**config.mk**
```make
export PLATFORM = sky130hd
export DESIGN_NAME = seg_scan_ctrl_flat
export DESIGN_NICKNAME = d
export VERILOG_FILES = /design/src/rtl/seg_scan_ctrl_if.sv /design/src/rtl/seg_scan_ctrl.sv /design/src/flat_wrapper.sv
export SDC_FILE = /design/constraint.sdc
export NUM_CORES = 1
export LEC_CHECK = 0
export CAP_MARGIN = 10
export CORE_MARGIN = 1.5
export CORE_UTILIZATION = 48
export CTS_CLUSTER_DIAMETER = 40
export DETAILED_ROUTE_END_ITERATION = 7
export MAX_ROUTING_LAYER = met4
export PLACE_DENSITY_LB_ADDON = 0.1
export SYNTH_ARGS = -nofsm -noshare
export SYNTH_HDL_FRONTEND = slang
export SYNTH_SLANG_ARGS = --single-unit
```
**constraint.sdc**
```tcl
create_clock -name clk -period 2.8 [get_ports clk]
set_input_delay 0.7 -clock clk [delete_from_list [all_inputs] [get_ports clk]]
set_output_delay 0.7 -clock clk [all_outputs]
set_load 0.03 [all_outputs]
```
**src/rtl/seg_scan_ctrl_if.sv**
```systemverilog
// Display-content load handshake and segment/anode drive bundle for seg_scan_ctrl.
// The master side supplies content and the load strobe. The slave side is the scan controller.
interface seg_scan_ctrl_if #(
  parameter int NUM_DIGITS = 4
);
  logic [4*NUM_DIGITS-1:0] digits;
  logic [NUM_DIGITS-1:0]   dp_in;
  logic [NUM_DIGITS-1:0]   blank_in;
  logic [NUM_DIGITS-1:0]   blink_in;
  logic                    load;
  logic                    load_ack;
  logic                    frame_tick;
  logic [6:0]              seg;
  logic                    dp;
  logic [NUM_DIGITS-1:0]   an;

  modport master (
    output digits, dp_in, blank_in, blink_in, load,
    input  load_ack, frame_tick, seg, dp, an
  );

  modport slave (
    input  digits, dp_in, blank_in, blink_in, load,
    output load_ack, frame_tick, seg, dp, an
  );
endinterface

```
**src/rtl/seg_scan_ctrl.sv**
```systemverilog
// Multiplexed N-digit 7-segment scanner with a refresh prescaler, dead-time ghost blanking,
// blink and blank controls, and content staging that only commits at frame boundaries.
module seg_scan_ctrl #(
  parameter int NUM_DIGITS   = 4,
  parameter int CLK_DIV      = 100000,
  parameter int BLANK_CYCLES = 1000,
  parameter int BLINK_FRAMES = 50
) (
  input logic           clk,
  input logic           clr,
  seg_scan_ctrl_if.slave bus
);

  localparam int PSC_W = (CLK_DIV > 1) ? $clog2(CLK_DIV) : 1;
  localparam int IDX_W = (NUM_DIGITS > 1) ? $clog2(NUM_DIGITS) : 1;
  localparam int BF_W  = $clog2(BLINK_FRAMES + 1);

  localparam logic [PSC_W-1:0] PSC_LAST  = PSC_W'(CLK_DIV - 1);
  localparam logic [PSC_W-1:0] BLANK_END = PSC_W'(BLANK_CYCLES);
  localparam logic [IDX_W-1:0] IDX_LAST  = IDX_W'(NUM_DIGITS - 1);
  localparam logic [BF_W-1:0]  BF_LAST   = BF_W'(BLINK_FRAMES - 1);

  function automatic logic [6:0] hex_to_seg(input logic [3:0] nib);
    logic [6:0] s;
    case (nib)
      4'h0: s = 7'h40;
      4'h1: s = 7'h79;
      4'h2: s = 7'h24;
      4'h3: s = 7'h30;
      4'h4: s = 7'h19;
      4'h5: s = 7'h12;
      4'h6: s = 7'h02;
      4'h7: s = 7'h78;
      4'h8: s = 7'h00;
      4'h9: s = 7'h10;
      4'hA: s = 7'h08;
      4'hB: s = 7'h03;
      4'hC: s = 7'h46;
      4'hD: s = 7'h21;
      4'hE: s = 7'h06;
      default: s = 7'h0E;
    endcase
    return s;
  endfunction

  // Scan position and blink state
  logic [PSC_W-1:0] psc_q, psc_d;
  logic [IDX_W-1:0] idx_q, idx_d;
  logic [BF_W-1:0]  frame_q, frame_d;
  logic             phase_q, phase_d;

  // Staged (pending) and active display content
  logic                    pend_q, pend_d;
  logic [4*NUM_DIGITS-1:0] stg_digits_q, stg_digits_d, act_digits_q, act_digits_d;
  logic [NUM_DIGITS-1:0]   stg_dp_q, stg_dp_d, act_dp_q, act_dp_d;
  logic [NUM_DIGITS-1:0]   stg_blank_q, stg_blank_d, act_blank_q, act_blank_d;
  logic [NUM_DIGITS-1:0]   stg_blink_q, stg_blink_d, act_blink_q, act_blink_d;

  // Registered outputs
  logic [6:0]            seg_q, seg_d;
  logic                  dp_q, dp_d;
  logic [NUM_DIGITS-1:0] an_q, an_d;
  logic                  ack_q, ack_d;
  logic                  tick_q, tick_d;

  logic at_wrap, at_fb, commit, dead, dark;

  always_comb begin
    // NOTE: every next-state signal takes a default before any branch, so no path can infer a latch.
    psc_d        = psc_q;
    idx_d        = idx_q;
    frame_d      = frame_q;
    phase_d      = phase_q;
    pend_d       = pend_q;
    stg_digits_d = stg_digits_q;
    stg_dp_d     = stg_dp_q;
    stg_blank_d  = stg_blank_q;
    stg_blink_d  = stg_blink_q;
    act_digits_d = act_digits_q;
    act_dp_d     = act_dp_q;
    act_blank_d  = act_blank_q;
    act_blink_d  = act_blink_q;
    an_d         = '1;
    seg_d        = 7'h7F;
    dp_d         = 1'b1;

    at_wrap = (psc_q == PSC_LAST);
    at_fb   = at_wrap && (idx_q == IDX_LAST);
    commit  = at_fb && pend_q;

    psc_d = at_wrap ? '0 : psc_q + 1'b1;
    if (at_wrap) idx_d = (idx_q == IDX_LAST) ? '0 : idx_q + 1'b1;

    // A load on the boundary cycle is staged behind the commit of the older content.
    if (bus.load) begin
      stg_digits_d = bus.digits;
      stg_dp_d     = bus.dp_in;
      stg_blank_d  = bus.blank_in;
      stg_blink_d  = bus.blink_in;
    end
    pend_d = bus.load | (pend_q & ~commit);

    if (commit) begin
      act_digits_d = stg_digits_q;
      act_dp_d     = stg_dp_q;
      act_blank_d  = stg_blank_q;
      act_blink_d  = stg_blink_q;
    end

    if (at_fb) begin
      if (frame_q == BF_LAST) begin
        frame_d = '0;
        phase_d = ~phase_q;
      end else begin
        frame_d = frame_q + 1'b1;
      end
    end

    dead = (psc_q < BLANK_END);
    dark = act_blank_q[idx_q] | (act_blink_q[idx_q] & phase_q);
    if (!dead && !dark) begin
      an_d[idx_q] = 1'b0;
      seg_d       = hex_to_seg(act_digits_q[4*idx_q +: 4]);
      dp_d        = ~act_dp_q[idx_q];
    end

    ack_d  = commit;
    tick_d = at_fb;
  end

  // NOTE: sequential state uses non-blocking assignments so every register samples pre-edge values.
  always_ff @(posedge clk or negedge clr) begin
    if (!clr) begin
      psc_q        <= '0;
      idx_q        <= '0;
      frame_q      <= '0;
      phase_q      <= 1'b0;
      pend_q       <= 1'b0;
      stg_digits_q <= '0;
      stg_dp_q     <= '0;
      stg_blank_q  <= '1;
      stg_blink_q  <= '0;
      act_digits_q <= '0;
      act_dp_q     <= '0;
      act_blank_q  <= '1;
      act_blink_q  <= '0;
      seg_q        <= 7'h7F;
      dp_q         <= 1'b1;
      an_q         <= '1;
      ack_q        <= 1'b0;
      tick_q       <= 1'b0;
    end else begin
      psc_q        <= psc_d;
      idx_q        <= idx_d;
      frame_q      <= frame_d;
      phase_q      <= phase_d;
      pend_q       <= pend_d;
      stg_digits_q <= stg_digits_d;
      stg_dp_q     <= stg_dp_d;
      stg_blank_q  <= stg_blank_d;
      stg_blink_q  <= stg_blink_d;
      act_digits_q <= act_digits_d;
      act_dp_q     <= act_dp_d;
      act_blank_q  <= act_blank_d;
      act_blink_q  <= act_blink_d;
      seg_q        <= seg_d;
      dp_q         <= dp_d;
      an_q         <= an_d;
      ack_q        <= ack_d;
      tick_q       <= tick_d;
    end
  end

  assign bus.seg        = seg_q;
  assign bus.dp         = dp_q;
  assign bus.an         = an_q;
  assign bus.load_ack   = ack_q;
  assign bus.frame_tick = tick_q;

endmodule

```
**src/flat_wrapper.sv**
```systemverilog
// flat-port wrapper written by rule: the top's interface ports become plain ports
module seg_scan_ctrl_flat 
#(
  parameter int NUM_DIGITS   = 4,
  parameter int CLK_DIV      = 100000,
  parameter int BLANK_CYCLES = 1000,
  parameter int BLINK_FRAMES = 50
)
  (clk, clr, bus_digits, bus_dp_in, bus_blank_in, bus_blink_in, bus_load, bus_load_ack, bus_frame_tick, bus_seg, bus_dp, bus_an);
  seg_scan_ctrl_if #(.NUM_DIGITS(NUM_DIGITS)) bus_i ();
  input logic clk;
  input logic clr;
  input wire logic [$bits(bus_i.digits)-1:0] bus_digits;
  input wire logic [$bits(bus_i.dp_in)-1:0] bus_dp_in;
  input wire logic [$bits(bus_i.blank_in)-1:0] bus_blank_in;
  input wire logic [$bits(bus_i.blink_in)-1:0] bus_blink_in;
  input wire logic [$bits(bus_i.load)-1:0] bus_load;
  output wire logic [$bits(bus_i.load_ack)-1:0] bus_load_ack;
  output wire logic [$bits(bus_i.frame_tick)-1:0] bus_frame_tick;
  output wire logic [$bits(bus_i.seg)-1:0] bus_seg;
  output wire logic [$bits(bus_i.dp)-1:0] bus_dp;
  output wire logic [$bits(bus_i.an)-1:0] bus_an;
  assign bus_i.digits = bus_digits;
  assign bus_i.dp_in = bus_dp_in;
  assign bus_i.blank_in = bus_blank_in;
  assign bus_i.blink_in = bus_blink_in;
  assign bus_i.load = bus_load;
  assign bus_load_ack = bus_i.load_ack;
  assign bus_frame_tick = bus_i.frame_tick;
  assign bus_seg = bus_i.seg;
  assign bus_dp = bus_i.dp;
  assign bus_an = bus_i.an;
  seg_scan_ctrl #(.NUM_DIGITS(NUM_DIGITS), .CLK_DIV(CLK_DIV), .BLANK_CYCLES(BLANK_CYCLES), .BLINK_FRAMES(BLINK_FRAMES)) u_core (.clk(clk), .clr(clr), .bus(bus_i));
endmodule
```
-- Word level (Yosys, flattened, before mapping)
Memories as Yosys holds them, arrays and structs flattened.
Index checks and enable logic that the tools add are counted.
- flip-flop bits (word level): 97
- latch bits: 0
- bits in writable memories: 0
- ROM bits: 112
- input port bits: 31
- output and inout bits: 14
- logic and storage cells: 58
- memories kept: 1
- memories (memory ; depth ; width ; read ports ; clocked after memory_dff ; write ports ; line ; text):
    (name not given) ; 16 ; 7 ; 1 ; 0 ; 0 ; seg_scan_ctrl.sv:25 ; case (nib)
- add/subtract/negate cells: 3
- multipliers: 0
- divide/modulo/power cells: 0
- order comparisons: 3
- eq/ne operators: 3
- shift operators: 1
- muxes and demuxes: 14
- bitwise gates (word level): 8
- reductions and logical operators: 7
- operators by type and width (operator ; count):
    $add A17 B1 Y17 const B ; 1
    $eq A17 B17 Y1 const B ; 1
    $lt A17 B10 Y1 const B ; 1
    $mux W17 ; 1
    $shiftx A16 B5 Y4 ; 1
    $mux W7 ; 1
    $add A6 B1 Y6 const B ; 1
    $bmux W1 S2 ; 3
    $eq A6 B6 Y1 const B ; 1
    $mux W6 ; 1
    $mux W1 ; 5
    $logic_and A1 B1 Y1 ; 4
    $mux W4 ; 1
    $not A4 Y4 ; 1
    $lt A2 B3 Y1 const B ; 1
    $not A1 Y1 ; 3
    $add A2 B1 Y2 const B ; 1
    $and A1 B1 Y1 ; 2
    $demux W1 S2 ; 1
    $eq A2 B2 Y1 const B ; 1
    $ge A2 B1 Y1 const B ; 1
    $logic_not A1 Y1 ; 2
    $mux W2 ; 1
    $or A1 B1 Y1 ; 2
    $reduce_and A2 Y1 ; 1

-- Longest topological paths before layout
Gate-level depths: netlist (run 1).
- depth after elaboration: 7
- mapped depth: 9
- mapped depth without buffers: 7

-- Worst setup path after synthesis (run 1)
OpenSTA, ideal clock, no wires.
- path kind: register -> register
- from: reg u_core.psc_q[0]
- to: reg u_core.act_blink_q[0]
- library setup time: 0.125 ns
- arrival: 1.997 ns
- required time: 2.675 ns
- slack: 0.678 ns
- stages on the path, launching flop included: 10
- path buffers: 3
- period minus slack after synthesis: 2.122 ns
- path through: dfrtp_1 > ha_1 > and4_1 > and2_1 > and2_1 > buf_4 > and3_4 > buf_12 > buf_12 > mux2_4
- longest elaborated chain between the ends: 3
- ends and longest elaborated chain (what ; line ; text):
    from (decl) ; seg_scan_ctrl.sv:47 ; logic [PSC_W-1:0] psc_q, psc_d;
    from (signal assigned) ; seg_scan_ctrl.sv:153 ; psc_q <= psc_d;
    $eq A17 B17 Y1 ; seg_scan_ctrl.sv:87 ; at_wrap = (psc_q == PSC_LAST);
    $logic_and A1 B1 Y1 ; seg_scan_ctrl.sv:88 ; at_fb = at_wrap && (idx_q == IDX_LAST);
    $logic_and A1 B1 Y1 ; seg_scan_ctrl.sv:89 ; commit = at_fb && pend_q;
    to (signal assigned) ; seg_scan_ctrl.sv:165 ; act_blink_q <= act_blink_d;
    to (decl) ; seg_scan_ctrl.sv:57 ; logic [NUM_DIGITS-1:0] stg_blink_q, stg_blink_d, act_blink_q, act_blink_d;
Every way passes these cells.
A chain may end at the register's enable or synchronous reset.

-- Worst setup path in the final report (run 1)
- from: reg u_core.idx_q[0]
- to: reg u_core.seg_q[1] (netlist: u_core.bus.seg[1])
- longest elaborated chain between the ends: 7
- elaborated cells on any way between the ends: 11
- classes of those cells: shift: 1; mux: 5; bitwise: 2; reduce/logical: 2; memory: 1
- ends and longest elaborated chain (what ; line ; text):
    from (decl) ; seg_scan_ctrl.sv:48 ; logic [IDX_W-1:0] idx_q, idx_d;
    from (signal assigned) ; seg_scan_ctrl.sv:154 ; idx_q <= idx_d;
    branches (longest 6 deep; another with $mem_v2 Z16 W7) ; -- ;
    $mux W7 (*) ; seg_scan_ctrl.sv:121 ; if (!dead && !dark) begin
    net u_core.seg_d[1] ; seg_scan_ctrl.sv:60 ; logic [6:0] seg_q, seg_d;
    to (signal assigned) ; seg_scan_ctrl.sv:166 ; seg_q <= seg_d;
    to (decl) ; seg_scan_ctrl.sv:60 ;
Mark *: on every way through the listed nets, which the timed path passes. The select of a mux whose other input is x is not followed.

==> PnR_summary.wiki, run 1 <==
{| class="wikitable"
! Metric !! Value
|-
| Run status || finished, violations left
|-
| Failing checks || DRC
|-
| Syn Area/Cell || 13.8 µm²
|-
| Max Fanout on Critical Path || 13
|-
| FF-to-FF setup slack || 0.52 ns
|-
| Register bit count reported by yosys || 97
|-
| Net Count, Synth || ~360
|-
| Area taken by flip-flops and latches || 2450 µm²
|-
| Count of cells along the worst register-to-register path || 6
|-
| Vias/cell || about 5.3
|-
| Count of pins on the block boundary || 45
|-
| Share of the core filled with cells in the final layout || 59.1%
|-
| Number of CTS-inserted buffers || 9
|-
| Total Nets Final || between 400 and 500
|-
| Wire per inst || 15.7 µm
|-
| Ratio of cells with drive above 1 in the final layout || 29.4%
|-
| Post-synthesis sequential area ratio || a little under three fifths
|-
| Area of the core || 8810 µm²
|-
| Initial antenna violation count || 0
|-
| Setup repair after global routing missed its margin || false
|-
| Maximum level of the CTS H-tree || 3
|-
| Overflow after GRT || 0
|-
| Final period util || 81.4%
|-
| Via count of the first global-routing pass || 2605
|-
| Final-layout setup total negative slack || 0 ns
|-
| Count of flip-flops with a built-in enable after synthesis || 0
|-
| Die Area || 9770 µm²
|-
| WL final || 7560 µm
|-
| Number of instances in the synthesized netlist || 319
|-
| Number of sinks on the clock net || 97
|-
| Footprint of the multi-input gates || 1830 µm²
|-
| Fill count || 711
|-
| Clock tree from TritonCTS || built
|-
| Count of endpoints failing setup in the final report || 0
|-
| Pins over their slew limit || 0
|-
| Quantity of gates resized following cts || 0
|-
| Post-CTS repair timing setup buffer count || 0
|-
| Initial drt markers || 109
|-
| Post-detailed-placement half-perimeter wirelength || 5320 µm
|-
| Latest clock arrival within the worst-skew pair || 0.36 ns
|-
| Total GRT Usage || between 10% and 20%
|-
| Number of inserted diodes || 0
|-
| Number of distinct standard cells referenced by the synthesized netlist || 45
|-
| End of the worst register-to-register path || u_core.bus.seg[1]
|-
| Critical Path RT || 3.10 ns
|-
| Top flip-flop cell by instance count after synthesis || dfrtp_1
|-
| Maximum clock path buffer count || 2
|-
| Clock slew at the register clock pins of the worst setup and hold paths || 0.09 ns
|-
| Data arrival time at the worst-slack endpoint || ~2.6 ns
|-
| Ys async rst share || 100%
|-
| Global-route wire length before repair || ~13000 µm
|-
| Kind of end point of the critical path || flip-flop
|-
| Min Tclk post-route || 2.28 ns
|-
| Post-route clock skew || 0.00785 ns
|-
| Worst VDD drop || between 0.2 and 0.3 mV
|-
| Largest net degree at the start of global routing || 41
|-
| Combined area of all synthesized cells || 4410 µm²
|-
| Number of hold-slack violations in the final timing report || 0
|-
| Global placer's final weighted congestion || slightly below 0.9
|-
| Remaining antenna violation count after routing || 0
|-
| Power per standard cell area || 514 nW/µm²
|-
| Die X-Extent || 98.8 µm
|-
| Max cap viols || 0
|-
| Placement row count || 34
|-
| Yosys warning count || 0
|-
| Effective utilization at floorplan || 50.1%
|-
| Startpoint of the lowest-slack register-to-register path || u_core.idx_q[0]
|-
| DRC violation count after routing || 4
|-
| Worst hold path class || in2async
|-
| Transition time of the tightest slew-check pin || 0.659 ns
|-
| Total vias in the final route || between 2000 and 3000
|-
| Overall die height || 98.8 µm
|-
| Number of buffers inserted by port buffering || 44
|-
| Category of the worst setup path launch point || flip-flop
|-
| Worst relative slew slack || 56.1%
|-
| Classification of the worst setup path || reg2reg
|-
| Hold buffers post-CTS || 0
|-
| Total iterations of the first detailed-routing run || 6
|-
| Highest attainable clock frequency || between 400 and 500 MHz
|-
| Root buffer selected by CTS || clkbuf_8
|-
| Leakage power || 2.26 nW
|-
| Area delta synth->final || 17.9%
|}
flip-flops by register name, indices dropped and copies added (netlist names), 6 cells and up:
| name | cells |
|---|---|
| u_core.frame_q | 6 |
| u_core.bus.seg | 7 |
| u_core.psc_q | 17 |
| u_core.stg_digits_q | 16 |
| u_core.act_digits_q | 16 |
cells by family (layout without fill, tap and decap cells):
kind of cell / count (synthesis) / count (layout) / synth area share [%]
XOR/XNOR: 18 / 18 / 3.58
adder cells (fa/ha/maj): 13 / 13 / 3.69
AO/OA/AOI/OAI: 31 / 31 / 4.63
buffers and inverters: 19 / 74 / 2.89
multiplexers: 73 / 73 / 21.6
flip-flops: 97 / 97 / 55.6
AND/OR/NAND/NOR: 68 / 68 / 7.97
Yosys cell counts, types with 4 or more instances:
cell type	number	area (µm²)
nand4_1	4	25.0
nand3_1	11	55.1
xor2_1	10	87.6
o21ai_0	10	50.1
mux2i_1	9	90.1
a21oi_1	4	20.0
mux2_2	38	428
dfrtp_1	77	1930
inv_1	6	22.5
nor2_1	12	45.0
dfstp_2	20	526
mux2_4	20	300
nand2_1	20	75.1
clkbuf_1	4	15.0
nor3_1	5	25.0
mux4_2	6	135
xnor2_1	8	70.1
ha_1	13	163
critical path, stage by stage, from the launching register on:
cell and delay, ns:
dfrtp_1 0.78, mux4_2 0.66, inv_1 0.18, ha_1 0.25, nand2_1 0.07, o21ai_0 0.09
a21o_1 0.19
cell usage in the layout, fill, tap and decap left out, drive strengths merged, types with 8 or more instances in the layout:
master,netlist,routed
dfrtp,77,77
mux2,58,58
clkdlybuf4s50,0,43
nand2,20,20
dfstp,20,20
ha,13,13
nor2,12,12
nand3,11,11
xor2,10,10
o21ai,10,10
clkbuf,4,10
mux2i,9,9
xnor2,8,8
inv,7,8
buf,8,8
cell type report:
class / count / share of cell area (%)
clock inverter: 6 / 2.19
multi-input combinational: 203 / 35.2
tap: 108 / 2.60
timing repair buffer: 51 / 9.91
clock buffer: 10 / 2.45
inverter: 7 / 0.505
sequential: 97 / 47.2
where the power goes:
part / internal (W) / switching, W / total (W)
combinational: 0.0000770 / 0.0000495 / 0.000127
clock: 0.000597 / 0.000482 / 0.00108
sequential: 0.00145 / 0.0000226 / 0.00147
total: 0.00212 / 0.000554 / 0.00267
per-stage QoR:
stage | cell area, µm² | total power, W | worst slack, ns | hold WS [ns] | instances
2_1_floorplan | 4410 | 0.00154 | 0.678 | 0.404 | 319
3_3_place_gp | 4960 | 0.00162 | 0.590 | 0.466 | 466
3_5_place_dp | 4960 | 0.00163 | 0.538 | 0.469 | 466
4_1_cts | 5200 | 0.00271 | 0.513 | 0.322 | 482
5_1_grt | 5200 | 0.00279 | 0.359 | 0.334 | 482
6_report | 5200 | 0.00267 | 0.522 | 0.306 | 482
metal layers:
| metal | wire length, µm | vias to the layer above | GRT usage [%] |
|---|---|---|---|
| li1 | - | 1241 | - |
| met1 | 3770 | 1265 | 24.5 |
| met2 | 3420 | 54 | 25.3 |
| met3 | 289 | 10 | 4.33 |
| met5 | 0 | - | - |
| met4 | 79 | 0 | 5.16 |
how the worst max path moves through the flow:
| stage | from | to | slack [ns] | depth (start not counted) |
|---|---|---|---|---|
| global placement | u_core.psc_q[11] | u_core.act_blink_q[0] | 0.59 | 6 |
| global route | u_core.idx_q[0] | u_core.bus.seg[5] | 0.36 | 5 |
| floorplan | u_core.psc_q[0] | u_core.act_blink_q[0] | 0.68 | 9 |
| detailed placement | u_core.idx_q[0] | u_core.bus.seg[1] | 0.54 | 6 |
| CTS | u_core.bus.dp | bus_dp | 0.51 | 1 |
| finish | u_core.idx_q[0] | u_core.bus.seg[1] | 0.52 | 6 |
Power figures use the tool's default switching activity.
==> run 2: changes to the inputs <==
clock period = 2.2 ns   (was 2.8 ns; I/O delays follow)
==> run 2 against run 1 <==
Against the previous run: the flow still finishes with violations (DRC); total power is 18% higher; register-to-register slack worse by 0.39 ns; critical path type is now reg2out; critical endpoint is now bus_dp; design area is 0.48% higher; final cell count is 1.0% higher.
==> PnR_summary.wiki, run 2 (synthesis results as in run 1) <==
{| class="wikitable"
! Metric !! Value
|-
| Run status || finished, violations left
|-
| Failing checks || DRC
|-
| Largest stage delay on the critical path || 0.66 ns (-0.12 ns)
|-
| Count of endpoints failing setup in the final report || 0 (unchanged)
|-
| Most frequent standard cell in the layout excluding fill and tap cells || dfrtp_1
|-
| Launching element of the worst setup path || u_core.bus.dp
|-
| Flip-flop count of the largest register, all copies and words added || 17 (unchanged)
|-
| Kind of end point of the critical path || primary output
|-
| Overflow after GRT || 0 (unchanged)
|-
| Highest attainable clock frequency || 478 MHz
|-
| Root buffer selected by CTS || clkbuf_8
|-
| Data arrival time at the worst-slack endpoint || 1.54 ns (-1.04 ns)
|-
| Pins over their slew limit || 0 (unchanged)
|-
| Maximum clock path buffer count || 2 (unchanged)
|-
| Classification of the worst setup path || reg2out
|-
| Startpoint of the lowest-slack register-to-register path || u_core.psc_q[11]
|-
| Clock tree from TritonCTS || built
|-
| Setup repair after global routing missed its margin || false
|-
| Die Area || 9770 µm² (unchanged)
|-
| Largest net degree at the start of global routing || 74 (+80%)
|-
| Fin Hold WS || 0.0918 ns (-0.214 ns)
|-
| Clock slew at the register clock pins of the worst setup and hold paths || 0.10 ns (about the same)
|-
| Post-detailed-placement half-perimeter wirelength || 5050 µm (-5.0%)
|-
| Number of inserted diodes || 0 (unchanged)
|-
| Maximum level of the CTS H-tree || 3 (unchanged)
|-
| Die X-Extent || 98.8 µm (unchanged)
|-
| Share of the core filled with cells in the final layout || 59.3% (+0.28 points)
|-
| Wire per inst || 14.7 µm (-6.3%)
|-
| Transition time of the tightest slew-check pin || 0.440 ns (-0.219 ns)
|-
| Placement row count || 34 (unchanged)
|-
| Flop pwr share || 59.1% (+4.2 points)
|-
| Total iterations of the first detailed-routing run || 7 (+1)
|-
| Total vias in the final route || 2587 (+0.66%)
|-
| Area delta synth->final || 18.5%
|-
| Worst hold path class || in2async
|-
| Ratio of cells with drive above 1 in the final layout || 30.3% (+0.93 points)
|-
| Number of hold-slack violations in the final timing report || 0 (unchanged)
|-
| Leakage power || 2.28 nW (+0.81%)
|-
| Post-Place Setup Slack || 0.137 ns (-0.401 ns)
|-
| WL final || 7150 µm (-5.4%)
|-
| Net switching share of the total power || 21.8% (+1.1 points)
|-
| Initial drt markers || 91 (-17%)
|-
| Latest clock arrival within the worst-skew pair || 0.35 ns (about the same)
|-
| Max Fanout on Critical Path || 1 (-12)
|-
| Number of CTS-inserted buffers || 9 (unchanged)
|-
| Worst VDD drop || 0.282 mV (+7.2%)
|-
| Crit path max-delay cell type || clkdlybuf4s50_1
|-
| Number of sinks on the clock net || 97 (unchanged)
|-
| Logic gate share of total power || 5.1% (+0.4 points)
|-
| Number of buffers inserted by port buffering || 44 (unchanged)
|-
| Final-layout setup total negative slack || 0 ns (unchanged)
|-
| Sw power || 0.000689 W (+24%)
|-
| Area of the core || 8810 µm² (unchanged)
|-
| Final setup slack of the worst path || 0.109 ns (-0.413 ns)
|-
| Worst path top cell family by delay || buffers and inverters
|-
| Cell internal power dissipation || 0.00247 W (+17%)
|-
| Largest register by flop count || u_core.psc_q
|-
| Critical Path RT || 1.65 ns (-1.45 ns)
|-
| DRC violation count after routing || 4 (unchanged)
|-
| Via count of the first global-routing pass || 2578 (-1.0%)
|-
| Clock network fraction of total power || 35.8% (-4.5 points)
|-
| Total Nets Final || 418 (+1.2%)
|-
| Post-route clock skew || 0.00972 ns (+0.00187 ns)
|-
| Min Tclk post-route || 2.09 ns
|-
| Final period util || a little over nine tenths
|-
| WP buf/inv || 1 (unchanged)
|-
| Global-route wire length before repair || 12500 µm (-3.9%)
|-
| Overall die height || 98.8 µm (unchanged)
|-
| Max cap viols || 0 (unchanged)
|-
| Category of the worst setup path launch point || flip-flop
|-
| Effective utilization at floorplan || 50.1% (unchanged)
|-
| Worst relative slew slack || 70.7% (+15 points)
|-
| Ordered cell list for the critical path || clkdlybuf4s50_1
|-
| Total GRT Usage || 16.8% (-0.64 points)
|-
| Global placer's final weighted congestion || 0.798 (-8.5%)
|-
| Count of pins on the block boundary || 45 (unchanged)
|-
| Fill count || 739 (+3.9%)
|-
| Remaining antenna violation count after routing || 0 (unchanged)
|-
| Power per standard cell area || 605 nW/µm² (+18%)
|-
| Top Registers || u_core.psc_q (17), u_core.act_digits_q (16), u_core.stg_digits_q (16)
|-
| Initial antenna violation count || 0 (unchanged)
|-
| Vias/cell || 5.31 (-0.37%)
|-
| Commonest cells after routing, fill and taps aside || 77 x dfrtp_1, 43 x clkdlybuf4s50_1, 38 x mux2_2
|}
## run 2: cell count changes in the layout (fill, tap and decap cells not counted), sizes merged
cell | previous run | this run
bufinv | 3 | 1
clkinv | 0 | 2
buf | 8 | 13
## run 2: final cells by class
type / instances / area [µm²] / share of cell area (%)
Multi-Input combinational cell: 203 / 1840 / 35.2
Tap cell: 108 / 135 / 2.59
Timing Repair Buffer: 56 / 578 / 11.1
Inverter: 7 / 26.3 / 0.503
Clock buffer: 10 / 128 / 2.44
Clock inverter: 6 / 67.6 / 1.29
Sequential cell: 97 / 2450 / 46.9
## run 2: stage by stage
step / instance area (µm²) / total power (W) / instances
after detailed placement: 5020 / 0.00207 / 471
final: 5230 / 0.00316 / 487
after global routing: 5230 / 0.00331 / 487
after floorplan: 4410 / 0.00195 / 319
after CTS: 5220 / 0.00322 / 487
after global placement: 5020 / 0.00206 / 471
## run 2: path summary, 6_finish.rpt
kind                                          end  slack (ns)  cells after the start
max in group asynchronous   u_core.stg_blank_q[0]        1.40                      2
hold reg to reg                    u_core.phase_q        0.48                      1
setup / recovery                           bus_dp        0.11                      1
setup reg to reg           u_core.act_digits_q[0]        0.13                      6
hold / removal             u_core.stg_digits_q[3]        0.09                      1
min in group clk                   u_core.phase_q        0.48                      1
## run 2: timing repair
action                     4_1_cts  5_1_grt
setup buffers                    0        0
gates resized for setup          0        1
hold buffers                     0        0
setup endpoints to repair        0        2
## run 2: power groups by stage
stage / Sequential [W] / Combinational [W] / Clock (W)
2_1_floorplan: 0.00189 / 0.0000635 / 0
3_3_place_gp: 0.00190 / 0.000162 / 0
3_5_place_dp: 0.00190 / 0.000167 / 0
4_1_cts: 0.00187 / 0.000167 / 0.00119
5_1_grt: 0.00187 / 0.000180 / 0.00125
6_report: 0.00187 / 0.000161 / 0.00113
## run 2: layer usage
metal / track usage (%) / share of wire [%] / up-vias / routed length (µm)
met5: - / 0 / - / 0
li1: - / - / 1252 / -
met4: 6.92 / 0.71 / 0 / 51
met2: 24.4 / 47 / 43 / 3340
met3: 2.98 / 2.6 / 4 / 183
met1: 23.6 / 50 / 1288 / 3580
